### config.mk
export PLATFORM = sky130hd
export DESIGN_NAME = dcm_reset_sequencer_flat
export DESIGN_NICKNAME = d
export VERILOG_FILES = /design/src/rtl/clk_reset_pkg.sv /design/src/rtl/dcm_reset_sequencer_if.sv /design/src/rtl/sync_2ff.sv /design/src/rtl/dcm_reset_sequencer.sv /design/src/flat_wrapper.sv
export SDC_FILE = /design/constraint.sdc
export NUM_CORES = 1
export LEC_CHECK = 0
export ABC_AREA = 1
export CORE_MARGIN = 10
export CORE_UTILIZATION = 30
export DETAILED_ROUTE_END_ITERATION = 12
export MAX_ROUTING_LAYER = met4
export PLACE_DENSITY_LB_ADDON = 0.08
export REMOVE_ABC_BUFFERS = 1
export SLEW_MARGIN = 20
export SYNTH_ARGS = -nofsm -noshare
export SYNTH_HDL_FRONTEND = slang
export SYNTH_HIERARCHICAL = 1
export SYNTH_SLANG_ARGS = --single-unit
### constraint.sdc
create_clock -name clk -period 2.9 [get_ports clk]
set_input_delay 0.58 -clock clk [delete_from_list [all_inputs] [get_ports clk]]
set_output_delay 0.58 -clock clk [all_outputs]
set_load 0.05 [all_outputs]
### src/rtl/clk_reset_pkg.sv
// Shared constants for the DCM / reset-domain sequencer: state encoding,
// counter width and the saturating counter step.
package clk_reset_pkg;

  localparam int CNT_W = 24;

  localparam logic [2:0] ASSERT_RST = 3'd0;
  localparam logic [2:0] WAIT_LOCK  = 3'd1;
  localparam logic [2:0] SETTLE     = 3'd2;
  localparam logic [2:0] RELEASE    = 3'd3;
  localparam logic [2:0] RUN        = 3'd4;
  localparam logic [2:0] FAIL       = 3'd5;

  typedef logic [CNT_W-1:0] cnt_t;

  function automatic cnt_t cnt_sat_inc(input cnt_t c);
    return (&c) ? c : c + 1'b1;
  endfunction

endpackage

### src/rtl/dcm_reset_sequencer_if.sv
// Control/status bundle between the reset sequencer and the rest of the chip.
interface dcm_reset_sequencer_if #(
  parameter int STAGES      = 3,
  parameter int MAX_RETRIES = 3
);
  localparam int RC_W = $clog2(MAX_RETRIES + 1);

  logic              dcmLocked;
  logic              softReset;
  logic              dcmReset;
  logic [STAGES-1:0] domainReset;
  logic              ready;
  logic              failed;
  logic [RC_W-1:0]   retryCount;

  modport master (
    input  dcmLocked, softReset,
    output dcmReset, domainReset, ready, failed, retryCount
  );

  modport slave (
    output dcmLocked, softReset,
    input  dcmReset, domainReset, ready, failed, retryCount
  );

endinterface

### src/rtl/sync_2ff.sv
// Two-flop synchronizer for a single asynchronous level signal.
module sync_2ff (
  input  logic clk,
  input  logic rst_n,
  input  logic i_d,
  output logic o_q
);

  logic r_meta;
  logic r_q;

  always_ff @(posedge clk or negedge rst_n) begin
    if (!rst_n) begin
      r_meta <= 1'b0;
      r_q    <= 1'b0;
    end else begin
      r_meta <= i_d;
      r_q    <= r_meta;
    end
  end

  assign o_q = r_q;

endmodule

### src/rtl/dcm_reset_sequencer.sv
// Power-up sequencer: pulses DCM reset, waits for lock (with retries), lets
// lock settle, then releases the reset domains one at a time, index 0 first.
module dcm_reset_sequencer
  import clk_reset_pkg::*;
#(
  parameter int DCM_RST_CYCLES = 4,
  parameter int LOCK_TIMEOUT   = 1000000,
  parameter int SETTLE_CYCLES  = 65535,
  parameter int STAGES         = 3,
  parameter int STAGE_DELAY    = 256,
  parameter int MAX_RETRIES    = 3
) (
  input  logic                  clk,
  input  logic                  resetN,
  dcm_reset_sequencer_if.master bus
);

  localparam int   RC_W        = $clog2(MAX_RETRIES + 1);
  localparam cnt_t RST_LAST    = cnt_t'(DCM_RST_CYCLES - 1);
  localparam cnt_t TO_LAST     = cnt_t'(LOCK_TIMEOUT - 1);
  localparam cnt_t SETTLE_LAST = cnt_t'(SETTLE_CYCLES - 1);
  localparam cnt_t STAGE_LAST  = cnt_t'(STAGE_DELAY - 1);

  logic              w_lockS;
  logic              w_softS;
  logic              w_lockLoss;
  logic [STAGES-1:0] w_domNext;

  logic [2:0]        r_state;
  cnt_t              r_cnt;
  logic              r_dcmReset;
  logic [STAGES-1:0] r_dom;
  logic              r_ready;
  logic              r_failed;
  logic [RC_W-1:0]   r_retry;

  sync_2ff u_sync_lock (
    .clk   (clk),
    .rst_n (resetN),
    .i_d   (bus.dcmLocked),
    .o_q   (w_lockS)
  );

  sync_2ff u_sync_soft (
    .clk   (clk),
    .rst_n (resetN),
    .i_d   (bus.softReset),
    .o_q   (w_softS)
  );

  // Lock only matters once we have committed to it; earlier states ignore it.
  assign w_lockLoss = !w_lockS &&
                      (r_state == SETTLE || r_state == RELEASE || r_state == RUN);

  // Shifting in zeros from the bottom keeps domainReset in the 1..10..0 form.
  assign w_domNext = r_dom << 1;

  always_ff @(posedge clk or negedge resetN) begin
    if (!resetN) begin
      r_state    <= ASSERT_RST;
      r_cnt      <= '0;
      r_dcmReset <= 1'b1;
      r_dom      <= '1;
      r_ready    <= 1'b0;
      r_failed   <= 1'b0;
      r_retry    <= '0;
    end else if (w_softS) begin
      r_state    <= ASSERT_RST;
      r_cnt      <= '0;
      r_dcmReset <= 1'b1;
      r_dom      <= '1;
      r_ready    <= 1'b0;
      r_failed   <= 1'b0;
      r_retry    <= '0;
    end else if (w_lockLoss) begin
      r_state    <= ASSERT_RST;
      r_cnt      <= '0;
      r_dcmReset <= 1'b1;
      r_dom      <= '1;
      r_ready    <= 1'b0;
    end else begin
      r_cnt <= cnt_sat_inc(r_cnt);
      case (r_state)
        ASSERT_RST: begin
          if (r_cnt == RST_LAST) begin
            r_state    <= WAIT_LOCK;
            r_cnt      <= '0;
            r_dcmReset <= 1'b0;
          end
        end
        WAIT_LOCK: begin
          if (w_lockS) begin
            r_state <= SETTLE;
            r_cnt   <= '0;
          end else if (r_cnt == TO_LAST) begin
            r_cnt <= '0;
            if (r_retry == RC_W'(MAX_RETRIES)) begin
              r_state  <= FAIL;
              r_failed <= 1'b1;
            end else begin
              r_state    <= ASSERT_RST;
              r_retry    <= r_retry + 1'b1;
              r_dcmReset <= 1'b1;
            end
          end
        end
        SETTLE: begin
          if (r_cnt == SETTLE_LAST) begin
            r_state <= RELEASE;
            r_cnt   <= '0;
          end
        end
        RELEASE: begin
          if (r_cnt == STAGE_LAST) begin
            r_cnt <= '0;
            r_dom <= w_domNext;
            if (w_domNext == '0) begin
              r_state <= RUN;
              r_ready <= 1'b1;
            end
          end
        end
        RUN, FAIL: begin
        end
        default: begin
          r_state    <= ASSERT_RST;
          r_cnt      <= '0;
          r_dcmReset <= 1'b1;
          r_dom      <= '1;
          r_ready    <= 1'b0;
        end
      endcase
    end
  end

  assign bus.dcmReset    = r_dcmReset;
  assign bus.domainReset = r_dom;
  assign bus.ready       = r_ready;
  assign bus.failed      = r_failed;
  assign bus.retryCount  = r_retry;

endmodule
### src/flat_wrapper.sv
// flat-port wrapper written by rule: the top's interface ports become plain ports
module dcm_reset_sequencer_flat import clk_reset_pkg::*;
#(
  parameter int DCM_RST_CYCLES = 4,
  parameter int LOCK_TIMEOUT   = 1000000,
  parameter int SETTLE_CYCLES  = 65535,
  parameter int STAGES         = 3,
  parameter int STAGE_DELAY    = 256,
  parameter int MAX_RETRIES    = 3
)
  (clk, resetN, bus_dcmLocked, bus_softReset, bus_dcmReset, bus_domainReset, bus_ready, bus_failed, bus_retryCount);
  dcm_reset_sequencer_if #(.STAGES(STAGES), .MAX_RETRIES(MAX_RETRIES)) bus_i ();
  input  logic clk;
  input  logic resetN;
  input wire logic [$bits(bus_i.dcmLocked)-1:0] bus_dcmLocked;
  input wire logic [$bits(bus_i.softReset)-1:0] bus_softReset;
  output wire logic [$bits(bus_i.dcmReset)-1:0] bus_dcmReset;
  output wire logic [$bits(bus_i.domainReset)-1:0] bus_domainReset;
  output wire logic [$bits(bus_i.ready)-1:0] bus_ready;
  output wire logic [$bits(bus_i.failed)-1:0] bus_failed;
  output wire logic [$bits(bus_i.retryCount)-1:0] bus_retryCount;
  assign bus_i.dcmLocked = bus_dcmLocked;
  assign bus_i.softReset = bus_softReset;
  assign bus_dcmReset = bus_i.dcmReset;
  assign bus_domainReset = bus_i.domainReset;
  assign bus_ready = bus_i.ready;
  assign bus_failed = bus_i.failed;
  assign bus_retryCount = bus_i.retryCount;
  dcm_reset_sequencer #(.DCM_RST_CYCLES(DCM_RST_CYCLES), .LOCK_TIMEOUT(LOCK_TIMEOUT), .SETTLE_CYCLES(SETTLE_CYCLES), .STAGES(STAGES), .STAGE_DELAY(STAGE_DELAY), .MAX_RETRIES(MAX_RETRIES)) u_core (.clk(clk), .resetN(resetN), .bus(bus_i));
endmodule
==> results.sh, run 1 <==
export IMPL_worstMarginPinSlew_ns=0.893
export IMPL_postCtsSetupBuffers=0
export IMPL_dieHeight_um=116
export IMPL_nNetsFinal=397
export IMPL_n_antenna_cell=0
export IMPL_slowest_delay_ns=0.81
export IMPL_ctsHoldBuffers=0
export IMPL_finClkSkew_ns=0.00795
export IMPL_grt_pass1_wl_um=12200
export IMPL_critical_path_required_ns=2.32
export IMPL_clk_latency_ns=0.30
export IMPL_clock_sinks=39
export IMPL_drt_iter0_drc=164
export IMPL_portBuffers=11
export IMPL_slowest_stage="clkdlybuf4s50_1"
export IMPL_ys_seq_area_frac=0.357
export IMPL_synth_most_common_cell="nand2_1"
export IMPL_cpLargestDelayFamily="buffers and inverters"
export IMPL_hold_viol=0
export IMPL_grt_max_degree=40
export IMPL_cts_resized=0
export IMPL_critical_path_buf_inv_count=1
export IMPL_initial_utilization=0.312
export IMPL_h_tree_depth=2
export IMPL_min_period_over_period=0.776
export IMPL_synth_seq_cells=39
export IMPL_maxCapViolCount=0
export IMPL_syn2layout_area_growth_pct=11.1
export IMPL_dr_pass1_iters=4
export IMPL_maxSlewHeadroom=0.405
export IMPL_drcViolationCount=0
export IMPL_synth_area_leaders="dfrtp_1, nand2_1, nor2_1"
export IMPL_post_dp_hpwl_um=5360
export IMPL_p_leak_uw=0.00141
export IMPL_gp_congestion=0.823
export IMPL_cts_buffer_depth=2
export IMPL_powerDensity_nw_per_um2=632
export IMPL_rsz0062_at_grt="false"
export IMPL_fill_cells=985
export IMPL_vdd_ir_drop_max_mv=0.280
export IMPL_final_setup_worst_slack_ns=0.649
export IMPL_fin_crit_ns=2.25
export IMPL_grt_pass1_vias=2373
export IMPL_final_cell_area_sq_um=3050
export IMPL_avgViaCountPerCell=4.70
export IMPL_setup_violations_final=0
export IMPL_cts_tree="built"
export IMPL_die_w_um=116
export IMPL_die_area_sq_um=13400
export IMPL_antenna_found_initial=0
export IMPL_wl_um=7070
export IMPL_cts_root_buf="clkbuf_8"
export IMPL_fin_hold_ws_ns=0.352
export IMPL_clk_pin_slew_worst_paths_ns=0.09
export IMPL_crit_chain="clkdlybuf4s50_1"
export IMPL_critPathArrivalTime_ns=1.67
export IMPL_ios=12
export IMPL_ant_nets=0
export IMPL_synth_edff_count=0
export IMPL_slew_viol_final=0
export IMPL_avgSynthCellArea_sq_um=7.31
export IMPL_yosysTopAreaCell="dfrtp_1"
export IMPL_worst_setup_path_end_kind="output port"
export IMPL_synthArstFlopShare=1.00
export IMPL_drive_above_1_share=0.164
export IMPL_min_delay_path_depth=0
export IMPL_status="finished, final reports clean"
export IMPL_hold_path_class="reg -> reg"
export IMPL_synth_top_cells_by_count="nand2_1, nor2_1, dfrtp_1"
export IMPL_coreArea_sq_um=8810
export IMPL_dr_total_vias=2347
export IMPL_netlist_instances=376
export IMPL_setup_tns_ns=0
export IMPL_critical_path_class="reg -> out"
export IMPL_netlist_area_leader_share=0.319
export IMPL_yosys_warnings=6
export IMPL_rows=34
export IMPL_crit_cells=1
export IMPL_avgRoutedWirePerCell_um=14.2
export IMPL_placed_area_sq_um=2940
export IMPL_track_usage=0.117
export IMPL_startpoint_type="register"
export IMPL_syn_cell_area_sq_um=2750
export IMPL_r2r_cells=8
export IMPL_overflow=0
export IMPL_synthFlopType="dfrtp_1"
export IMPL_fmaxAchievable_mhz=444
export IMPL_netlist_cell_type_count=32
export IMPL_place_ws_ns=0.752
export IMPL_cp_max_fo=4
export IMPL_cts_buffers=5
## where the power goes
group / internal, uW / leakage (uW) / total, uW / switching [uW]
combinational: 201 / 0.000832 / 782 / 581
sequential: 602 / 0.000517 / 662 / 60.3
clock: 279 / 0.0000612 / 487 / 208
## cell usage in the layout (no fill, tap or decap), types with 6 or more instances in the layout
cell             Yosys  routed
inv_1               31      31
dfrtp_1             35      35
nor3_1               7       7
nand4_1             10      10
o21ai_0              6       6
nor3b_2              9       9
nand3_1             26      26
xor2_1              10      10
nor2_1              68      68
clkdlybuf4s50_1      0      10
nor3_2              14      14
nand2_1             98      98
clkbuf_8             0       6
a21oi_1             13      13
inv_2                9       9
## final timing paths
kind / to / from / slack, ns
worst max register to register: u_core/r_cnt[18] / u_core/r_cnt[0] / 0.79
max in group asynchronous: u_core/r_cnt[23] / resetN / 1.94
min in group asynchronous: u_core/r_cnt[5] / resetN / 0.41
worst min-delay path: u_core/u_sync_lock/o_q / u_core/u_sync_lock/r_meta / 0.35
worst min register to register: u_core/u_sync_lock/o_q / u_core/u_sync_lock/r_meta / 0.35
worst max-delay path: bus_domainReset[1] / u_core/bus.domainReset[1] / 0.65
## cell type report
type,instances,area [sq um],share of cell area
clock buffer,6,82.6,0.0270
clock inverter,2,35.0,0.0115
inverter,40,150,0.0492
multi-input combinational,293,1570,0.512
sequential,39,981,0.321
tap,108,135,0.0442
timing repair buffer,11,105,0.0344
## flip-flops by register name, indices dropped and copies added (netlist names), 2 cells and up
| name | cells |
|---|---|
| u_core/bus.retryCount | 2 |
| u_core/bus.domainReset | 3 |
| u_core/r_cnt | 24 |
| u_core/r_state | 3 |
## cells by family after synthesis
family | synth area share
fa+ha+maj | 0.0137
compound gates | 0.0555
xor+xnor | 0.0350
buf+inv | 0.0737
flops | 0.357
simple gates | 0.465
## layer usage
layer / track usage / wire, um / vias to the layer above
met5: - / 0 / -
met4: 0.0275 / 60 / 0
met3: 0.0191 / 172 / 5
met2: 0.177 / 3060 / 21
met1: 0.160 / 3770 / 1085
li1: - / - / 1236
## stage by stage
stage | instances | power (uW) | util
floorplan | 372 | 1260 | -
global placement | 491 | 1470 | 0.333
detailed placement | 491 | 1470 | 0.333
CTS | 499 | 1960 | 0.347
global route | 499 | 2070 | 0.347
finish | 499 | 1930 | 0.347
Power figures use the tool's default switching activity.
==> inputs of run 2 (changes only) <==
clock period = 1.9 ns   (was 2.9 ns; I/O delays follow)
==> results.sh, run 2 (synthesis gave the netlist of run 1 again) <==
export IMPL_cts_tree="built"
export IMPL_drt_iter0_drc=130
export IMPL_hold_path_class="in -> async"
export IMPL_final_cell_mix="nand2_1, nor2_1, dfrtp_1"
export IMPL_dr_pass1_iters=4
export IMPL_drive_above_1_share=0.245
export IMPL_startpoint_type="register"
export IMPL_drcViolationCount=0
export IMPL_switching_share=0.408
export IMPL_powerDensity_nw_per_um2=1020
export IMPL_ios=12
export IMPL_antenna_found_initial=0
export IMPL_slowest_delay_ns=0.81
export IMPL_setup_violations_final=0
export IMPL_overflow=0
export IMPL_syn2layout_area_growth_pct=19.1
export IMPL_crit_chain="clkdlybuf4s50_1"
export IMPL_cp_max_fo=2
export IMPL_h_tree_depth=2
export IMPL_avgRoutedWirePerCell_um=13.9
export IMPL_avgViaCountPerCell=4.74
export IMPL_gp_congestion=0.843
export IMPL_fmaxAchievable_mhz=547
export IMPL_fin_crit_ns=1.83
export IMPL_grt_pass1_wl_um=12400
export IMPL_cts_buffers=5
export IMPL_critical_path_buf_inv_count=1
export IMPL_worstMarginPinSlew_ns=0.524
export IMPL_dr_total_vias=2466
export IMPL_layout_commonest_cell="nand2_1"
export IMPL_post_dp_hpwl_um=5620
export IMPL_clk_latency_ns=0.30
export IMPL_wl_um=7250
export IMPL_nNetsFinal=418
export IMPL_rrSetupSlack_ns=0.09
export IMPL_portBuffers=11
export IMPL_die_area_sq_um=13400
export IMPL_regArea_sq_um=982
export IMPL_die_w_um=116
export IMPL_worst_setup_path_end_kind="output port"
export IMPL_rsz0062_at_grt="true"
export IMPL_maxSlewHeadroom=0.650
export IMPL_track_usage=0.119
export IMPL_dieHeight_um=116
export IMPL_slew_viol_final=0
export IMPL_n_antenna_cell=0
export IMPL_ctsHoldBuffers=0
export IMPL_cts_buffer_depth=2
export IMPL_ant_nets=0
export IMPL_fin_util=0.372
export IMPL_grt_pass1_vias=2456
export IMPL_clock_sinks=39
export IMPL_multi_input_area_sq_um=1590
export IMPL_largest_register="u_core/r_cnt"
export IMPL_maxCapViolCount=0
export IMPL_p_leak_uw=0.00154
export IMPL_cpLargestDelayFamily="buffers and inverters"
export IMPL_largest_reg_flops=24
export IMPL_power_switching_uw=1360
export IMPL_slowest_stage="clkdlybuf4s50_1"
export IMPL_setup_tns_ns=0
export IMPL_combPwrFrac=0.443
export IMPL_critical_path_required_ns=1.52
export IMPL_rows=34
export IMPL_vdd_ir_drop_max_mv=0.536
export IMPL_hold_viol=0
export IMPL_initial_utilization=0.312
export IMPL_pwr_share_seq=0.301
export IMPL_grt_max_degree=25
export IMPL_cts_root_buf="clkbuf_8"
export IMPL_status="finished, final reports clean"
export IMPL_fill_cells=922
export IMPL_intPower_uw=1980
export IMPL_clk_pin_slew_worst_paths_ns=0.09
export IMPL_critical_path_class="reg -> out"
export IMPL_min_period_over_period=0.963
export IMPL_finClkSkew_ns=0.00705
export IMPL_clock_power_share=0.256
export IMPL_critPathArrivalTime_ns=1.45
export IMPL_coreArea_sq_um=8810
==> run 2: routing by layer <==
metal  up-vias  track usage  wire (um)
li1       1279            -          -
met1      1142        0.163       3800
met2        33        0.176       3090
met3        12       0.0191        228
met4         0       0.0384        131
met5         -            -          0
==> run 2: path summary, 6_finish.rpt <==
kind                                          end                      start  cells after the start
max in group asynchronous     u_core/bus.dcmReset                     resetN                      2
min in group clk           u_core/u_sync_soft/o_q  u_core/u_sync_soft/r_meta                      0
min reg2reg                u_core/u_sync_soft/o_q  u_core/u_sync_soft/r_meta                      0
max                                     bus_ready           u_core/bus.ready                      1
max reg2reg                      u_core/r_cnt[15]            u_core/r_cnt[0]                     10
min                               u_core/r_cnt[2]                     resetN                      1
==> run 2: final cells by class <==
| cell class | instances | share of cell area |
|---|---|---|
| multi-input cells | 293 | 0.484 |
| clock buffers | 5 | 0.0210 |
| well taps | 108 | 0.0413 |
| flip-flops and latches | 39 | 0.300 |
| inverters | 40 | 0.0466 |
| repair buffers | 32 | 0.0864 |
| clock inverters | 3 | 0.0206 |
==> run 2: power by group through the flow <==
stage / Sequential [uW] / Clock, uW / Combinational (uW)
final: 1000 / 855 / 1480
after CTS: 1010 / 882 / 1470
after global routing: 1020 / 917 / 1620
after floorplan: 1100 / 0 / 824
after global placement: 1020 / 0 / 1470
after detailed placement: 1020 / 0 / 1460
==> run 2: metrics by stage <==
stage,cell area [sq um],hold slack (ns),setup slack (ns),cells,total power (uW)
2_1_floorplan,2700,0.0844,0.125,372,1920
3_3_place_gp,3080,0.334,0.0155,507,2490
3_5_place_dp,3080,0.337,-0.00773,507,2490
4_1_cts,3220,0.0640,0.000516,515,3360
5_1_grt,3270,0.0887,-0.0351,520,3550
6_report,3270,0.0447,0.0703,520,3340
==> run 2: repair_timing <==
item / in CTS / in global routing
endpoints found under the setup margin: 2 / 30
pin swaps: 0 / 2
buffers inserted: 0 / 5
resized for setup: 1 / 10
==> inputs of run 3 (changes only) <==
--- a/config.mk
+++ b/config.mk
@@ -8,4 +8,6 @@
 export ABC_AREA = 1
+export ABC_CLOCK_PERIOD_IN_PS = 1900
 export CORE_MARGIN = 10
 export CORE_UTILIZATION = 30
+export CTS_CLUSTER_DIAMETER = 120
 export DETAILED_ROUTE_END_ITERATION = 12
--- a/constraint.sdc
+++ b/constraint.sdc
@@ -3,2 +3,2 @@
 set_output_delay 0.38 -clock clk [all_outputs]
-set_load 0.05 [all_outputs]
+set_load 0.005 [all_outputs]
==> results.sh, run 3 (synthesis gave the netlist of run 1 again) <==
export IMPL_intPower_uw=2100
export IMPL_combPwrFrac=0.488
export IMPL_setup_violations_final=0
export IMPL_pwr_share_seq=0.294
export IMPL_track_usage=0.118
export IMPL_coreArea_sq_um=8810
export IMPL_avgViaCountPerCell=4.79
export IMPL_antenna_found_initial=0
export IMPL_fin_util=0.387
export IMPL_cp_max_fo=6
export IMPL_slew_viol_final=0
export IMPL_fmaxAchievable_mhz=547
export IMPL_portBuffers=11
export IMPL_clock_sinks=39
export IMPL_setup_tns_ns=0
export IMPL_placed_area_sq_um=3090
export IMPL_clock_power_share=0.218
export IMPL_cts_buffers=5
export IMPL_largest_register="u_core/r_cnt"
export IMPL_cts_buffer_depth=2
export IMPL_critPathArrivalTime_ns=2.00
export IMPL_post_dp_hpwl_um=5590
export IMPL_wl_met3_um=201
export IMPL_maxSlewHeadroom=0.677
export IMPL_ant_nets=0
export IMPL_critical_path_required_ns=2.07
export IMPL_final_cell_mix="nand2_1, nor2_1, dfrtp_1"
export IMPL_hold_viol=0
export IMPL_min_period_over_period=0.962
export IMPL_drt_iter0_drc=175
export IMPL_p_leak_uw=0.00156
export IMPL_power_switching_uw=1350
export IMPL_drive_above_1_share=0.258
export IMPL_largest_reg_flops=24
export IMPL_nNetsFinal=421
export IMPL_grt_pass1_vias=2432
export IMPL_worst_setup_path_end_kind="register"
export IMPL_fin_crit_ns=1.83
export IMPL_layout_commonest_cell="nand2_1"
export IMPL_ios=12
export IMPL_met1_length_um=3830
export IMPL_hold_path_class="in -> async"
export IMPL_powerDensity_nw_per_um2=1010
export IMPL_highest_signal_layer="met4"
export IMPL_drcViolationCount=0
export IMPL_wl_um=7480
export IMPL_clk_pin_slew_worst_paths_ns=0.09
export IMPL_critical_path_class="reg -> reg"
export IMPL_crit_start="u_core/r_cnt[0]"
export IMPL_avgRoutedWirePerCell_um=14.3
export IMPL_clk_latency_ns=0.30
export IMPL_gp_congestion=0.874
export IMPL_h_tree_depth=2
export IMPL_die_w_um=116
export IMPL_dr_pass1_iters=4
export IMPL_status="finished, final reports clean"
export IMPL_worstMarginPinSlew_ns=0.480
export IMPL_r2r_cells=11
export IMPL_startpoint_type="register"
export IMPL_final_setup_worst_slack_ns=0.0722
export IMPL_syn2layout_area_growth_pct=24.0
export IMPL_rows=34
export IMPL_final_cell_area_sq_um=3410
export IMPL_initial_utilization=0.312
export IMPL_vdd_ir_drop_max_mv=0.460
export IMPL_grt_pass1_wl_um=12300
export IMPL_overflow=0
export IMPL_r2r_start="u_core/r_cnt[0]"
export IMPL_n_antenna_cell=0
export IMPL_grt_max_degree=25
export IMPL_dr_total_vias=2507
export IMPL_place_ws_ns=0.00744
export IMPL_ctsHoldBuffers=0
export IMPL_switching_share=0.392
export IMPL_cts_tree="built"
export IMPL_finClkSkew_ns=0.0117
export IMPL_cts_root_buf="clkbuf_8"
export IMPL_dieHeight_um=116
export IMPL_maxCapViolCount=0
export IMPL_wl_met2_um=3400
export IMPL_die_area_sq_um=13400
## run 3: path summary, 6_finish.rpt
kind / endpoint / slack, ns
worst max-delay path: u_core/r_cnt[14] / 0.07
worst min-delay path: u_core/r_cnt[1] / 0.03
worst max register to register: u_core/r_cnt[14] / 0.07
worst min register to register: u_core/u_sync_soft/o_q / 0.35
max in group asynchronous: u_core/bus.dcmReset / 1.30
min in group clk: u_core/u_sync_soft/o_q / 0.35
## run 3: power by group through the flow
| stage | Clock (uW) | Combinational, uW | Sequential, uW |
|---|---|---|---|
| after floorplan | 0 | 824 | 1010 |
| final | 753 | 1680 | 1010 |
| after global routing | 817 | 1840 | 1030 |
| after detailed placement | 0 | 1390 | 1020 |
| after global placement | 0 | 1400 | 1020 |
| after CTS | 789 | 1400 | 1010 |
## run 3: per-layer routing
metal / vias to the layer above / global-route usage
met1: 1181 / 0.165
met2: 36 / 0.172
met5: - / -
li1: 1286 / -
met4: 0 / 0.0292
met3: 4 / 0.0191
## run 3: final cells by class
class / count / area, sq um
Clock inverter: 2 / 38.8
Multi-Input combinational cell: 293 / 1650
Timing Repair Buffer: 35 / 362
Tap cell: 108 / 135
Fill cell: 929 / 5400
Clock buffer: 6 / 82.6
Sequential cell: 39 / 985
Inverter: 40 / 155
## run 3: through the flow
| step | power [uW] | instances | hold WS, ns |
|---|---|---|---|
| 5_1_grt | 3690 | 523 | 0.0644 |
| 2_1_floorplan | 1830 | 372 | 0.0844 |
| 3_5_place_dp | 2410 | 506 | 0.338 |
| 3_3_place_gp | 2420 | 506 | 0.334 |
| 4_1_cts | 3190 | 514 | 0.0474 |
| 6_report | 3450 | 523 | 0.0318 |
## run 3: what timing repair did
action / 4_1_cts / 5_1_grt
endpoints found under the setup margin: 4 / 29
gates resized for setup: 1 / 28
gates cloned: 0 / 2
setup buffers: 0 / 7
pin swaps: 0 / 9
## run 3: worst max-delay path: stages, from the launching register on
cell and delay (ns):
dfrtp_1 0.44, buf_6 0.15, inv_4 0.05, ha_4 0.12, nand3_2 0.08, nor2_1 0.11, nand3_1 0.13, nand2_2 0.12
nand2_4 0.08, nor2_8 0.18, clkbuf_16 0.19, nor3b_2 0.04
